--- src/rtl/clock_period_meter.sv ---
// Measures period and high time of a slow clk_in in system-clock cycles, with
// tolerance-based lock detection, stall timeout and a saturating error count.
module clock_period_meter #(
  parameter int unsigned WIDTH      = 32,
  parameter int unsigned EXPECTED   = 50000,
  parameter int unsigned TOL        = 2,
  parameter int unsigned LOCK_COUNT = 4,
  parameter int unsigned TIMEOUT    = 100000
) (
  input  logic             clock,
  input  logic             reset,
  input  logic             clk_in,
  output logic [WIDTH-1:0] period,
  output logic [WIDTH-1:0] high_time,
  output logic             meas_valid,
  output logic             locked,
  output logic             timeout,
  output logic [7:0]       err_count
);

  localparam int unsigned StreakW = (LOCK_COUNT > 0) ? $clog2(LOCK_COUNT + 1) : 1;

  localparam logic [WIDTH-1:0]   LoBound     = WIDTH'(EXPECTED - TOL);
  localparam logic [WIDTH-1:0]   HiBound     = WIDTH'(EXPECTED + TOL);
  localparam logic [WIDTH-1:0]   TimeoutLast = WIDTH'(TIMEOUT - 1);
  localparam logic [StreakW-1:0] LockCnt     = StreakW'(LOCK_COUNT);

  typedef enum logic {
    StIdle,
    StMeasure
  } state_e;

  state_e              r_state;
  state_e              w_state_d;
  logic                r_sync1;
  logic                r_sync2;
  logic                r_sync_d;
  logic [WIDTH-1:0]    r_cnt;
  logic [WIDTH-1:0]    w_cnt_d;
  logic [WIDTH-1:0]    r_high_next;
  logic [WIDTH-1:0]    w_high_next_d;
  logic [WIDTH-1:0]    r_period;
  logic [WIDTH-1:0]    w_period_d;
  logic [WIDTH-1:0]    r_high_time;
  logic [WIDTH-1:0]    w_high_time_d;
  logic                r_meas_valid;
  logic                w_meas_valid_d;
  logic                r_locked;
  logic                w_locked_d;
  logic                r_timeout;
  logic                w_timeout_d;
  logic [7:0]          r_err_count;
  logic [7:0]          w_err_count_d;
  logic [StreakW-1:0]  r_streak;
  logic [StreakW-1:0]  w_streak_d;

  logic                w_rise;
  logic                w_fall;
  logic [WIDTH-1:0]    w_cnt_inc;
  logic                w_in_tol;
  logic [StreakW-1:0]  w_streak_inc;
  logic [7:0]          w_err_inc;

  always_comb begin
    w_rise       = r_sync2 & ~r_sync_d;
    w_fall       = ~r_sync2 & r_sync_d;
    // Saturating increment; cnt+1 is also the length of the interval ending now.
    w_cnt_inc    = (r_cnt == '1) ? r_cnt : r_cnt + 1'b1;
    w_in_tol     = (w_cnt_inc >= LoBound) && (w_cnt_inc <= HiBound);
    w_streak_inc = (r_streak >= LockCnt) ? r_streak : r_streak + 1'b1;
    w_err_inc    = (r_err_count == 8'hFF) ? r_err_count : r_err_count + 8'd1;
  end

  always_comb begin
    w_state_d      = r_state;
    w_cnt_d        = w_cnt_inc;
    w_high_next_d  = r_high_next;
    w_period_d     = r_period;
    w_high_time_d  = r_high_time;
    w_meas_valid_d = 1'b0;
    w_locked_d     = r_locked;
    w_timeout_d    = r_timeout;
    w_err_count_d  = r_err_count;
    w_streak_d     = r_streak;

    unique case (r_state)
      StIdle: begin
        // First edge only arms the measurement; no period exists yet.
        if (w_rise) begin
          w_state_d   = StMeasure;
          w_cnt_d     = '0;
          w_timeout_d = 1'b0;
        end
      end
      StMeasure: begin
        if (w_rise) begin
          w_cnt_d        = '0;
          w_period_d     = w_cnt_inc;
          w_high_time_d  = r_high_next;
          w_meas_valid_d = 1'b1;
          if (w_in_tol) begin
            w_streak_d = w_streak_inc;
            if (w_streak_inc == LockCnt) begin
              w_locked_d = 1'b1;
            end
          end else begin
            w_streak_d    = '0;
            w_locked_d    = 1'b0;
            w_err_count_d = w_err_inc;
          end
        end else if (r_cnt >= TimeoutLast) begin
          w_state_d   = StIdle;
          w_timeout_d = 1'b1;
          w_locked_d  = 1'b0;
          w_streak_d  = '0;
        end else if (w_fall) begin
          w_high_next_d = w_cnt_inc;
        end
      end
      default: begin
        w_state_d = StIdle;
      end
    endcase
  end

  always_ff @(negedge clock or negedge reset) begin
    if (!reset) begin
      r_state      <= StIdle;
      r_sync1      <= 1'b0;
      r_sync2      <= 1'b0;
      r_sync_d     <= 1'b0;
      r_cnt        <= '0;
      r_high_next  <= '0;
      r_period     <= '0;
      r_high_time  <= '0;
      r_meas_valid <= 1'b0;
      r_locked     <= 1'b0;
      r_timeout    <= 1'b0;
      r_err_count  <= '0;
      r_streak     <= '0;
    end else begin
      r_state      <= w_state_d;
      r_sync1      <= clk_in;
      r_sync2      <= r_sync1;
      r_sync_d     <= r_sync2;
      r_cnt        <= w_cnt_d;
      r_high_next  <= w_high_next_d;
      r_period     <= w_period_d;
      r_high_time  <= w_high_time_d;
      r_meas_valid <= w_meas_valid_d;
      r_locked     <= w_locked_d;
      r_timeout    <= w_timeout_d;
      r_err_count  <= w_err_count_d;
      r_streak     <= w_streak_d;
    end
  end

  assign period     = r_period;
  assign high_time  = r_high_time;
  assign meas_valid = r_meas_valid;
  assign locked     = r_locked;
  assign timeout    = r_timeout;
  assign err_count  = r_err_count;

endmodule

--- config.mk ---
export PLATFORM = sky130hd
export DESIGN_NAME = clock_period_meter
export DESIGN_NICKNAME = d
export VERILOG_FILES = /design/src/rtl/clock_period_meter.sv
export SDC_FILE = /design/constraint.sdc
export NUM_CORES = 1
export LEC_CHECK = 0
export CAP_MARGIN = 25
export CORE_AREA = 2 2 165 167
export DETAILED_ROUTE_END_ITERATION = 7
export DIE_AREA = 0 0 167 169
export PLACE_DENSITY = 0.39
export SKIP_LAST_GASP = 1
export SYNTH_ARGS = -nofsm -noshare
export SYNTH_HDL_FRONTEND = slang
export SYNTH_SLANG_ARGS = --single-unit
--- constraint.sdc ---
create_clock -name clock -period 11.3 [get_ports clock]
set_clock_uncertainty 0.05 [all_clocks]
set_input_delay 1.695 -clock clock [delete_from_list [all_inputs] [get_ports clock]]
set_output_delay 1.695 -clock clock [all_outputs]
set_load 0.05 [all_outputs]
# Word level (Yosys, flattened, before mapping)
# Index checks and enable logic that the tools add are counted.
# word_totals
register_bits	146
in_bits	3
out_inout_bits	75
elab_cells	63
# op_classes
addsub	3
magnitude_cmp	4
eq_ne	7
mux	19
bitwise_logic	9
n_reduce_logical	8
# op_table
cell	count
$mux W32	2
$add A32 B1 Y32 const B	1
$eq A32 B32 Y1 const B	1
$ge A32 B16 Y1 const B	1
$ge A32 B17 Y1 const B	1
$le A32 B16 Y1 const B	1
$mux W3	4
$mux W1	11
$add A8 B1 Y8 const B	1
$eq A8 B8 Y1 const B	1
$reduce_and A4 Y1	2
$not A1 Y1	7
$reduce_and A3 Y1	2
$ne A2 B2 Y1 const B	2
$pmux W1 S2	2
$reduce_and A2 Y1	2
$add A3 B1 Y3 const B	1
$eq A3 B3 Y1 const B	1
$ge A3 B3 Y1 const B	1
$ne A3 B2 Y1 const B	1
$and A1 B1 Y1	2
$ne A2 B1 Y1 const B	1
$reduce_bool A2 Y1	1
$logic_and A1 B1 Y1	1

# Depth between registers and ports, before layout
# Gate-level depths: netlist of the first run.
# logic_depth
word_depth	6
mapped_depth	13
ltp_nobuf	10

==> flow_summary.toml, run 1 <==
[run_status]
status = "completed"

[synth]
yosysSeqAreaShare_pct = 56.3
synth_top_flop_cell = "dfrtn_1"
synth_xor_area_share_pct = 5.78
yosys.area_share.adder_pct = 0.771
synthCells = 611
synth_compound_area_share_pct = 8.33
ys_warn_count = 0
synth_top_family_by_area = "simple AND/OR/NAND/NOR gates"
synthSimpleGateAreaFrac_pct = 19.2
synth_cell_types = 61
syn_avg_cell_area_sq_um = 10.6
ys_ff_latch = 146
syn_nets = 618
synth_edf_count = 0
syn_area_sq_um = 6490
synthArstFlopShare_pct = 100
synthMuxAreaShare_pct = 6.65

[setup_path]
worstReg2RegEnd = "err_count[1]$_DFFE_NN0P_"
worstPathArrival_ns = 7.37
cp_num_buf_inv = 1
endpoint_kind = "primary output"
cp_cell_sequence = "clkdlybuf4s50_1"
cp_top_family = "buffers and inverters"
ff2ff_path_depth = 10
critPathMaxFanout = 5
r2r_start = "r_cnt[0]$_DFF_NN0_"
critical_path_class = "reg -> out"
required_ns = 9.56
cp_slowest_cell = "clkdlybuf4s50_1"
crit_start = "err_count[2]$_DFFE_NN0P_"
r2r_slack_ns = 6.87
cp-start-kind = "flip-flop"
crit_path_max_incr_delay_ns = 0.83

[timing]
finalSetupViolations = 0
tightest_slew_ns = 0.871
max_slew_margin_pct = 41.8
setup_tns_ns = 0
whs_ns = 0.250
rsz0062_at_grt = "no"
drv_slew = 0
hold_viol = 0

[hold_path]
min_path_cells = 0
hold_path_end = "r_sync2$_DFF_NN0_"
worstHoldPathType = "reg -> reg"
hp-start = "r_sync1$_DFF_NN0_"

[cts]
cts_sinks = 146
cts_tree = "yes"
cts.clk_slew.worst_paths_ns = 0.05
cts_root_buffer = "clkbuf_16"
clockBufferDepth = 2
numCtsBuffers = 17
post_cts_buffers = 0
cts-htree-levels = 4
ctsResizeCount = 0
clk_latency_ns = 0.40
postCtsHoldBufs = 0

[route]
drt_pre_antenna_iters = 5
viasPerCell = 4.55
drcViolationCount = 0
routedWlPerCell_um = 15.8
drtIter0Drc = 279
vias = 4688
antenna_left = 0
finalWirelength_mm = 16.3

[placed_design]
port_buffers = 77
dpl.hpwl_mm = 11.2
placed_area_sq_um = 7580
place.gp.congestion = 0.843

[grt]
overflow = 0
grt_max_degree = 77
antenna_found_initial = 0
grt_pass1_vias = 4911
grt_pass1_wl_mm = 27.0
grt_util_all_layers_pct = 12.1

[floorplan]
start_util_pct = 24.5
row_count = 60
pin_count = 78
core_area_sq_um = 26500
fp.dieW_um = 167
die_h_um = 169
dieArea_sq_um = 28200

[final_layout]
regArea_sq_um = 3650
multi_input_area_sq_um = 2660
areaGrowthSynthToFinish_pct = 26.1
layout-drive-gt1-share_pct = 12.9
final_cell_mix = "dfrtn_1, clkdlybuf4s50_1, nor2_1, nand2_1, o21ai_0"
layout_commonest_cell = "dfrtn_1"
n_antenna_cell = 0
nets = 684
final_cell_area_sq_um = 8180
fill_cells = 2714

[power_and_ir_drop]
peakVddDrop_mv = 0.0918
power_density_nw_per_um2 = 179
p_leak_nw = 3.53

[job]
maxCapViolCount = 0
synth_stat cells, types with 5 or more instances:
cell | instances | share of area, %
a21oi_1 | 21 | 1.6
a31oi_1 | 5 | 0.48
and2_1 | 5 | 0.48
and3_1 | 9 | 0.87
and4_1 | 8 | 1.1
buf_2 | 9 | 0.69
clkbuf_1 | 23 | 1.3
dfrtn_1 | 146 | 56
inv_1 | 8 | 0.46
mux2_2 | 32 | 5.6
mux2i_1 | 6 | 0.93
nand2_1 | 63 | 3.6
nand3_1 | 22 | 1.7
nand4_1 | 10 | 0.96
nor2_1 | 68 | 3.9
nor2b_1 | 16 | 1.5
nor3_1 | 10 | 0.77
nor4_1 | 6 | 0.58
o21ai_0 | 44 | 3.4
xnor2_1 | 24 | 3.2
xor2_1 | 17 | 2.3
worst max-delay path by stage:
| stage | to | slack, ns | depth (start not counted) |
|---|---|---|---|
| after floorplan | err_count[0] | 3.18 | 0 |
| after global placement | err_count[0] | 2.61 | 1 |
| after detailed placement | err_count[2] | 2.61 | 1 |
| after CTS | err_count[0] | 2.17 | 1 |
| after global routing | err_count[0] | 2.11 | 1 |
| final | err_count[2] | 2.19 | 1 |
cell families after synthesis:
logic type,Yosys count
flops,146
fa+ha+maj,4
mux,39
buf+inv,44
compound gates,92
xor+xnor,42
simple gates,244
state kept, by name, indices dropped and copies added (netlist names):
register / count
err_count: 8
timeout: 1
r_sync_d: 1
high_time: 32
locked: 1
r_sync2: 1
meas_valid: 1
period: 32
r_state: 1
r_high_next: 32
r_streak: 3
r_sync1: 1
r_cnt: 32
final cells by class:
class | count | area share, %
Sequential cell | 146 | 44.6
Multi-Input combinational cell | 421 | 32.5
Timing Repair Buffer | 83 | 9.98
Tap cell | 341 | 5.21
Clock buffer | 17 | 5.20
Clock inverter | 15 | 2.11
Inverter | 8 | 0.367
report_power, final:
group / internal [mW] / switching (mW) / total [mW]
Combinational: 0.0942 / 0.179 / 0.274
Clock: 0.332 / 0.249 / 0.582
Sequential: 0.574 / 0.0392 / 0.613
Total: 1.00 / 0.468 / 1.47
through the flow:
stage	worst slack, ns	utilization [%]	power, mW	instances
after floorplan	3.18	-	0.798	611
after detailed placement	2.61	28.6	0.901	999
after CTS	2.17	30.9	1.49	1031
final	2.19	30.9	1.47	1031
after global placement	2.61	28.6	0.896	999
after global routing	2.11	30.9	1.54	1031
layer usage:
layer / global-route usage [%] / share of wire (%) / routed length (um)
met1: 16.1 / 48 / 7760
met2: 19.5 / 48 / 7780
met3: 2.85 / 3.3 / 541
met4: 3.97 / 1.3 / 219
met5: 0 / 0 / 0
Note: power is estimated with default switching activity, not from simulation.
==> run 2: changes to the inputs <==
--- a/config.mk
+++ b/config.mk
@@ -9,7 +9,7 @@
 export CORE_AREA = 2 2 165 167
 export DETAILED_ROUTE_END_ITERATION = 7
 export DIE_AREA = 0 0 167 169
-export PLACE_DENSITY = 0.39
+export PLACE_DENSITY = 0.4
 export SKIP_LAST_GASP = 1
 export SYNTH_ARGS = -nofsm -noshare
 export SYNTH_HDL_FRONTEND = slang
==> constraint.sdc (replaced) <==
create_clock -name clock -period 8.29 [get_ports clock]
set_clock_uncertainty 0.05 [all_clocks]
set_input_delay 1.2435 -clock clock [delete_from_list [all_inputs] [get_ports clock]]
set_output_delay 1.2435 -clock clock [all_outputs]
set_load 0.05 [all_outputs]
==> run 2 against run 1 <==
Critical path depth unchanged. Final area up 0.20%. Die area unchanged. Count of clock-buffer cells in the layout unchanged. Combinational power up 37%. Worst setup slack worse by 1.0 ns. Register-to-register slack worse by 3.1 ns. Global-route usage up 0.082 points. Largest cell class unchanged.
==> flow_summary.toml, run 2 (synthesis gave the netlist of run 1 again) <==
[setup_path]
cp-start-kind = "flip-flop"
crit_path_max_incr_delay_ns = 0.83
ff2ff_path_depth = 10
cp_slowest_cell = "clkdlybuf4s50_1"
cp_cell_sequence = "clkdlybuf4s50_1"
r2r_slack_ns = 3.74
worstPathArrival_ns = 5.86
crit_start = "err_count[0]$_DFFE_NN0P_"
cp_top_family = "buffers and inverters"
critPathCapture = "err_count[0]"
cp_num_buf_inv = 1
required_ns = 7.00
path_depth = 1
r2r_start = "r_cnt[0]$_DFF_NN0_"
endpoint_kind = "primary output"
critPathMaxFanout = 5
critical_path_class = "reg -> out"
worstReg2RegEnd = "err_count[1]$_DFFE_NN0P_"

[cts]
postCtsHoldBufs = 0
cts_root_buffer = "clkbuf_16"
cts_sinks = 146
ctsResizeCount = 0
clk_latency_ns = 0.40
numCtsBuffers = 17
post_cts_buffers = 0
clockBufferDepth = 2
cts-htree-levels = 4
cts_tree = "yes"
cts.clk_slew.worst_paths_ns = 0.05

[floorplan]
die_h_um = 169
fp.dieW_um = 167
row_count = 60
dieArea_sq_um = 28200
pin_count = 78
core_area_sq_um = 26500
start_util_pct = 24.5

[timing]
setup_tns_ns = 0
drv_slew = 0
max_slew_margin_pct = 41.2
tightest_slew_ns = 0.881
hold_viol = 0
finalSetupViolations = 0
rsz0062_at_grt = "no"

[final_layout]
areaGrowthSynthToFinish_pct = 26.4
n_antenna_cell = 0
final_cells = 1030
final_cell_mix = "dfrtn_1, clkdlybuf4s50_1, nor2_1, nand2_1, o21ai_0"
final_cell_area_sq_um = 8200
layout-drive-gt1-share_pct = 12.8
layout_commonest_cell = "dfrtn_1"
nets = 683
fill_cells = 2697

[power_and_ir_drop]
p_leak_nw = 3.54
peakVddDrop_mv = 0.239
power_density_nw_per_um2 = 246

[placed_design]
dp.cells = 998
place.gp.congestion = 0.807
dpl.hpwl_mm = 11.1
placed_area_sq_um = 7590
port_buffers = 77

[grt]
grt_util_all_layers_pct = 12.2
antenna_found_initial = 0
grt_util_met3_pct = 3.02
grt_pass1_vias = 4814
top_usage_layer = "met2"
grt_max_degree = 71
grt_pass1_wl_mm = 27.0
overflow = 0
met1_usage_pct = 15.9
gr-usage-met2_pct = 19.4

[hold_path]
worstHoldPathType = "reg -> reg"

[route]
vias = 4664
drt_pre_antenna_iters = 5
drcViolationCount = 0
finalWirelength_mm = 16.2
drtIter0Drc = 238
viasPerCell = 4.53
routedWlPerCell_um = 15.7
antenna_left = 0

[job]
maxCapViolCount = 0

[run_status]
status = "completed"
==> run 2: cell types whose count changed in the layout (fill, tap and decap cells not counted), sizes merged <==
cell,before,now
inv,15,18
clkinv,4,2
clkinvlp,2,1
buf,7,6
==> run 2: worst min path at each step <==
stage,startpoint,to,depth (start not counted)
final,r_sync1$_DFF_NN0_,r_sync2$_DFF_NN0_,0
after global routing,r_sync1$_DFF_NN0_,r_sync2$_DFF_NN0_,0
after CTS,r_sync1$_DFF_NN0_,r_sync2$_DFF_NN0_,0
after detailed placement,r_sync1$_DFF_NN0_,r_sync2$_DFF_NN0_,0
after global placement,r_sync1$_DFF_NN0_,r_sync2$_DFF_NN0_,0
after floorplan,r_sync1$_DFF_NN0_,r_sync2$_DFF_NN0_,0
==> run 2: metrics by stage <==
| stage | setup slack [ns] | hold WS [ns] | total power [mW] | util, % |
|---|---|---|---|---|
| floorplan | 2.13 | 0.242 | 1.09 | - |
| global placement | 1.55 | 0.250 | 1.23 | 28.6 |
| detailed placement | 1.56 | 0.248 | 1.23 | 28.6 |
| CTS | 1.11 | 0.248 | 2.05 | 30.9 |
| global route | 1.07 | 0.256 | 2.12 | 30.9 |
| finish | 1.14 | 0.246 | 2.02 | 30.9 |
==> run 2: routing by layer <==
layer,wire [um],vias to the layer above
met3,568,25
met5,0,-
met1,7590,2301
met2,7710,105
li1,-,2233
met4,307,0
==> run 2: layout make-up <==
| cell class | instances | area [sq um] | share of cell area, % |
|---|---|---|---|
| clock buffers | 17 | 425 | 5.19 |
| clock inverters | 15 | 184 | 2.24 |
| inverters | 8 | 30.0 | 0.366 |
| multi-input cells | 421 | 2660 | 32.4 |
| flip-flops and latches | 146 | 3650 | 44.6 |
| well taps | 341 | 427 | 5.20 |
| repair buffers | 82 | 822 | 10.0 |
==> run 2: report_power, final <==
group	internal (mW)	switching, mW	total [mW]
clock network	0.458	0.346	0.804
logic	0.129	0.246	0.375
registers	0.782	0.0556	0.838
total	1.37	0.648	2.02
